==> src/rtl/control_path.sv <==
// Rice-decoder control FSM: sequences load, unary, binary, store steps.
// Optional CP_KZERO_SKIP_EN: k==0 skips the binary phase.
module control_path (
  input  logic       clk,
  input  logic       reset,
  input  logic       start,
  input  logic       stop,
  input  logic [5:0] j,
  input  logic [4:0] k,
  input  logic       c1zero,
  input  logic       c2zero,
  input  logic       cout,
  output logic       ldin,
  output logic       ldor,
  output logic       peen
);

  typedef enum logic [3:0] {
    S0_IDLE,
    S1_LOAD,
    S2_CHECK,
    S3_UNARY,
    S4_REFILL_U,
    S5_REFILL_B,
    S6_BINARY,
    S7_STORE,
    S8_DONE
  } state_t;

  state_t     state;
  state_t     state_nx;
  logic [5:0] cnt;
  logic [5:0] cnt_nx;
  logic [5:0] cnt_inc;
  logic       active;
  logic       unary_to_store;

`ifdef CP_KZERO_SKIP_EN
  assign unary_to_store = (k == 5'd0);
`else
  logic k_unused;
  assign k_unused       = ^k;
  assign unary_to_store = 1'b0;
`endif

  assign cnt_inc = cnt + 6'd1;

  // S0 and S8 are the only states that ignore stop
  assign active = (state != S0_IDLE) &&
                  (state != S8_DONE);

  always_ff @(posedge clk) begin
    if (!reset) begin
      state <= S0_IDLE;
      cnt   <= 6'd0;
    end else begin
      state <= state_nx;
      cnt   <= cnt_nx;
    end
  end

  always_comb begin
    state_nx = state;
    cnt_nx   = cnt;
    ldin     = 1'b0;
    ldor     = 1'b0;
    peen     = 1'b0;
    unique case (state)
      S0_IDLE: begin
        if (start)
          state_nx = S1_LOAD;
      end
      S1_LOAD: begin
        ldin     = 1'b1;
        cnt_nx   = 6'd0;
        state_nx = S2_CHECK;
      end
      S2_CHECK: begin
        if (j == 6'd0)
          state_nx = S8_DONE;
        else
          state_nx = S3_UNARY;
      end
      S3_UNARY: begin
        peen = 1'b1;
        if (c1zero) begin
          if (unary_to_store)
            state_nx = S7_STORE;
          else
            state_nx = S6_BINARY;
        end else if (cout) begin
          state_nx = S4_REFILL_U;
        end
      end
      S4_REFILL_U: begin
        ldin     = 1'b1;
        state_nx = S3_UNARY;
      end
      S5_REFILL_B: begin
        ldin     = 1'b1;
        state_nx = S6_BINARY;
      end
      S6_BINARY: begin
        peen = 1'b1;
        if (c2zero)
          state_nx = S7_STORE;
        else if (cout)
          state_nx = S5_REFILL_B;
      end
      S7_STORE: begin
        ldor   = 1'b1;
        cnt_nx = cnt_inc;
        if (cnt_inc == j)
          state_nx = S8_DONE;
        else if (cout)
          state_nx = S4_REFILL_U;
        else
          state_nx = S3_UNARY;
      end
      S8_DONE: begin
        if (!start && !stop)
          state_nx = S0_IDLE;
      end
      default: begin
        state_nx = S0_IDLE;
      end
    endcase
    if (stop && active)
      state_nx = S8_DONE;
  end

endmodule

==> config.mk <==
export PLATFORM = sky130hd
export DESIGN_NAME = control_path
export DESIGN_NICKNAME = d
export VERILOG_FILES = /design/src/rtl/control_path.sv
export SDC_FILE = /design/constraint.sdc
export NUM_CORES = 1
export LEC_CHECK = 0
export CAP_MARGIN = 10
export CORE_MARGIN = 10
export CORE_UTILIZATION = 30
export CTS_CLUSTER_SIZE = 28
export DETAILED_ROUTE_END_ITERATION = 8
export GPL_TIMING_DRIVEN = 1
export HOLD_SLACK_MARGIN = 0.1
export SYNTH_ARGS = -nofsm -noshare
export SYNTH_HDL_FRONTEND = slang
export SYNTH_SLANG_ARGS = --single-unit
==> constraint.sdc <==
create_clock -name clk -period 3.7 [get_ports clk]
set_input_delay 0.74 -clock clk [delete_from_list [all_inputs] [get_ports clk]]
set_output_delay 0.74 -clock clk [all_outputs]
set_load 0.01 [all_outputs]
# Yosys cells after proc, flatten, opt, wreduce, memory -nomap -nowiden
# Cells that the tools add are included.
# op_classes
mux,15
addsub,1
n_eq_ne,18
reduce_logical,14
bitwise_logic,1
# ops
cell,count
$mux 4,9
$pmux 4 s9,1
$eq 4x3->1 const B,4
$ne 3x3->1 const B,4
$ne 4x4->1 const B,3
$pmux 6 s2,1
$eq 4x2->1 const B,2
$reduce_and 4->1,2
$add 6x1->6 const B,1
$eq 6x6->1,1
$logic_not 6->1,1
$eq 4x1->1 const B,1
$eq 4x4->1 const B,1
$logic_not 4->1,1
$ne 2x2->1 const B,2
$reduce_bool 4->1,1
$reduce_or 2->1,2
$logic_and 1x1->1,3
$mux 1,3
$mux 3,1
$reduce_or 3->1,1
$logic_not 1->1,2
$reduce_bool 2->1,1
$not 1->1,1
# word_totals
ff_bits,10
out_inout_bits,3
in_bits,18

# Depth between registers and ports, before layout
# logic_depth
ltp_word,5
mapped_depth,7

# Least setup slack after synthesis
# No wires, ideal clock.
# synth_path
path_kind,flip-flop to output port
start,reg state[0]
end,out ldin
path_slack_ns,1.960
arrival_time_ns,1.000
stages_incl_launch_ff,4
required_time_ns,2.960
path_cell_list,dfxtp_1 clkbuf_1 nor2_1 nor3_1
# synth_between
elab_chain_cells,3
elab_cells_between_ends,5
cone_classes,3 x eq/ne; 1 x mux; 1 x reduce/logical
# synth_rtl
item,line,rtl
"start, declared",30,state_t state;
"start signal, assigned",57,state <= state_nx;
$eq 4x3->1 or $eq 4x1->1 (tied branches),68,unique case (state)
$reduce_or 3->1 (no source line) *,n/a,
$mux 1 *,68,
"end, declared",13,"output logic ldin,"
# Every way passes the cells marked *; elsewhere a longest branch is shown, timed or not.

# Worst setup path in the final report
# layout_path
start,reg state[0]
end,out ldor
# layout_between
elab_chain_cells,2
# layout_rtl
item,line,rtl
$eq 4x3->1,68,
$mux 1,68,
"end, declared",14,"output logic ldor,"
# Every way passes these cells.

==> results by group <==
Status
  – Status: completed

Global route
  – Global-route wire length before repair: 3290 um
  – Vias in the first global route: 747
  – Largest net degree at the start of global routing: 13
  – Total GRT Usage: 7.58%
  – Initial antenna violation count: 0
  – Gr ovfl total: 0

STA
  – Hold slack: 0.525 ns
  – Unrepaired setup endpoints after global routing: false
  – Hold Vio Cnt, Final: 0
  – Slew @ Worst Pin: 0.413 ns
  – Post-layout min period: 2.89 ns
  – Highest clock rate: 346 MHz
  – Finish-stage setup viols: 0
  – Crit share post-route: 78.0%
  – Setup TNS: 0 ns
  – Clock Skew: 0.0154 ns
  – Slew Limit Fails: 0
  – Max transition margin: 72.4%

Yosys
  – Mux cell area share after synthesis: 0%
  – Synth unique cells: 34
  – Synth Flop Type: dfxtp_1
  – Net Count, Synth: 125
  – Complex-gate fraction of the synthesized area: 21.3%
  – Count of flip-flops with a built-in enable after synthesis: 0
  – Syn Area/Cell: 7.37 sq um
  – Seq cells post-synth: 10
  – Register area share after synthesis: 25.6%
  – Largest family of logic cells by synthesized area: simple AND/OR/NAND/NOR gates
  – Share of flip-flops with an asynchronous set or reset: 0%
  – Adder-cell share of the synthesized area: 1.60%
  – Syn Inst Count: 106
  – Post-synthesis simple-gate area fraction: 31.4%
  – XOR/XNOR share of the synthesized area: 14.6%
  – Mapped Area: 781 sq um
  – Ys Warns: 0

Critical path
  – CP max-delay cell: clkdlybuf4s50_1
  – Critical path launch point type: register
  – Required time of the critical path: 2.96 ns
  – R2r startpoint: cnt[0]
  – Worst setup EP type: primary output
  – Largest fanout on the critical path: 12
  – Setup Crit Path Kind: reg -> out
  – Beginning of the critical path: state[0]
  – Critical Path AT: 2.15 ns
  – Worst path max stage delay: 0.59 ns
  – Cell family with most CP delay: buffers and inverters
  – CP bufs+invs: 2
  – Worst-path cell chain: nand4b_1 > inv_1 > clkdlybuf4s50_1

Floorplan
  – Die ar.: 5040 sq um
  – # rows: 18
  – Core Area: 2480 sq um
  – Die width: 71.0 um
  – Top-Level Pins: 21
  – Initial core utilization: 31.5%
  – Die Height: 71.0 um

Power
  – P_int: 0.245 mW
  – VDD IR-drop max: 0.000258 V
  – Leak: 0.349 nW
  – Clock power frac: 17.9%
  – Comb pwr share: 42.9%
  – Power, Total: 0.408 mW
  – Pwr dens: 423 nW/um^2
  – Sw Ratio: 39.9%
  – Sequential power share: 39.1%
  – NetSw: 0.163 mW

Detailed routing
  – Final ANT Viol Nets: 0
  – DRC viols: 0
  – Vias: 798
  – DRT Pass-1 Iters: 4
  – Iter 0 DRT Violations: 46
  – Vias per cell: 5.36
  – Avg WL per Cell: 13.2 um
  – Final WL: 1970 um

Cells and area
  – Layout area overhead: 23.4%
  – Layout net count: 140
  – Fin util: 38.9%
  – # diodes: 0
  – Most frequent cells in the layout: nand2_1, clkdlybuf4s50_1, dfxtp_1
  – Design Area, Final: 963 sq um
  – Layout cells sized above 1: 3.36%

Clock tree
  – Later-pin clock latency in the skew report: 0.26 ns
  – CTS sink cnt: 10
  – Clk buf depth: 2
  – CTS Hold Bufs: 0
  – Number of gates resized after CTS: 0
  – CTS H-tree lvls: 1
  – Setup repair bufs after CTS: 0
  – CTS Buf Count: 3
  – CTS tree: yes
  – CTS clock-pin slew for the worst setup and hold paths: 0.07 ns
  – Root buf cell: clkbuf_4

Place
  – Placed Instance Area: 941 sq um
  – Final Wtd Congestion: 0.763
  – PortBufs: 15
  – Dpl hpwl: 1540 um

Hold path
  – Worst min path class: reg -> reg
  – Hold Startpoint: cnt[5]

Run
  – Number of max-cap violations: 0
sequential cells by signal, indices dropped and copies added, names as in the netlist:
signal,count
cnt,6
state,4
cell families after synthesis:
family | Yosys count
adder cells (fa/ha/maj) | 1
AND/OR/NAND/NOR | 48
buffers and inverters | 9
AO/OA/AOI/OAI | 25
flip-flops | 10
XOR/XNOR | 13
power by group through the flow:
| stage | clock [mW] | combinational (mW) | sequential [mW] |
|---|---|---|---|
| after floorplan | 0 | 0.146 | 0.133 |
| after global placement | 0 | 0.172 | 0.160 |
| after detailed placement | 0 | 0.174 | 0.161 |
| after CTS | 0.0754 | 0.175 | 0.159 |
| after global routing | 0.0797 | 0.201 | 0.164 |
| final | 0.0731 | 0.175 | 0.160 |
synth_stat cells, drive strengths merged (2+ instances only):
cell type | n | area share, %
nor2b | 7 | 5.6
buf | 2 | 2.1
nand2 | 15 | 7.2
or3 | 2 | 1.6
and3 | 2 | 1.6
nand3 | 3 | 1.9
clkbuf | 3 | 1.4
nor3 | 6 | 3.8
a21oi | 8 | 5.1
inv | 4 | 1.9
nor4 | 2 | 1.6
a21boi | 2 | 1.9
xnor2 | 9 | 10
o21ai | 6 | 3.8
dfxtp | 10 | 26
xor2 | 4 | 4.5
nor2 | 5 | 2.4
per-layer routing:
layer  up-vias  global-route usage, %  share of wire (%)
met5         -                      0                  0
li1        402                      -                  -
met1       365                   10.2                 51
met3         2                   2.23                5.8
met2        29                   11.1                 43
met4         0                   2.58               0.41
metrics by stage:
step                setup WS [ns]  cells
floorplan                    1.96    106
global placement             1.15    146
detailed placement           1.15    146
CTS                         0.854    149
global route                0.710    149
finish                      0.814    149
worst register-to-register path, stage by stage (launching register included):
cell and delay (ns):
dfxtp_1 0.35, ha_1 0.27, xnor2_1 0.21, xnor2_1 0.12, nor4_1 0.31, nand2_1 0.14, a22o_1 0.23
final timing paths:
| path | endpoint | slack [ns] | cells past startpoint |
|---|---|---|---|
| min | cnt[5] | 0.52 | 2 |
| max reg2reg | state[2] | 1.96 | 6 |
| max | ldor | 0.81 | 3 |
| min reg2reg | cnt[5] | 0.52 | 2 |
final cells by class:
cell class / instances / area [sq um]
repair buffers: 15 / 150
multi-input cells: 87 / 538
fillers: 268 / 1510
well taps: 30 / 37.5
clock buffers: 3 / 22.5
flip-flops and latches: 10 / 200
inverters: 4 / 15.0
Power figures use the tool's default switching activity.
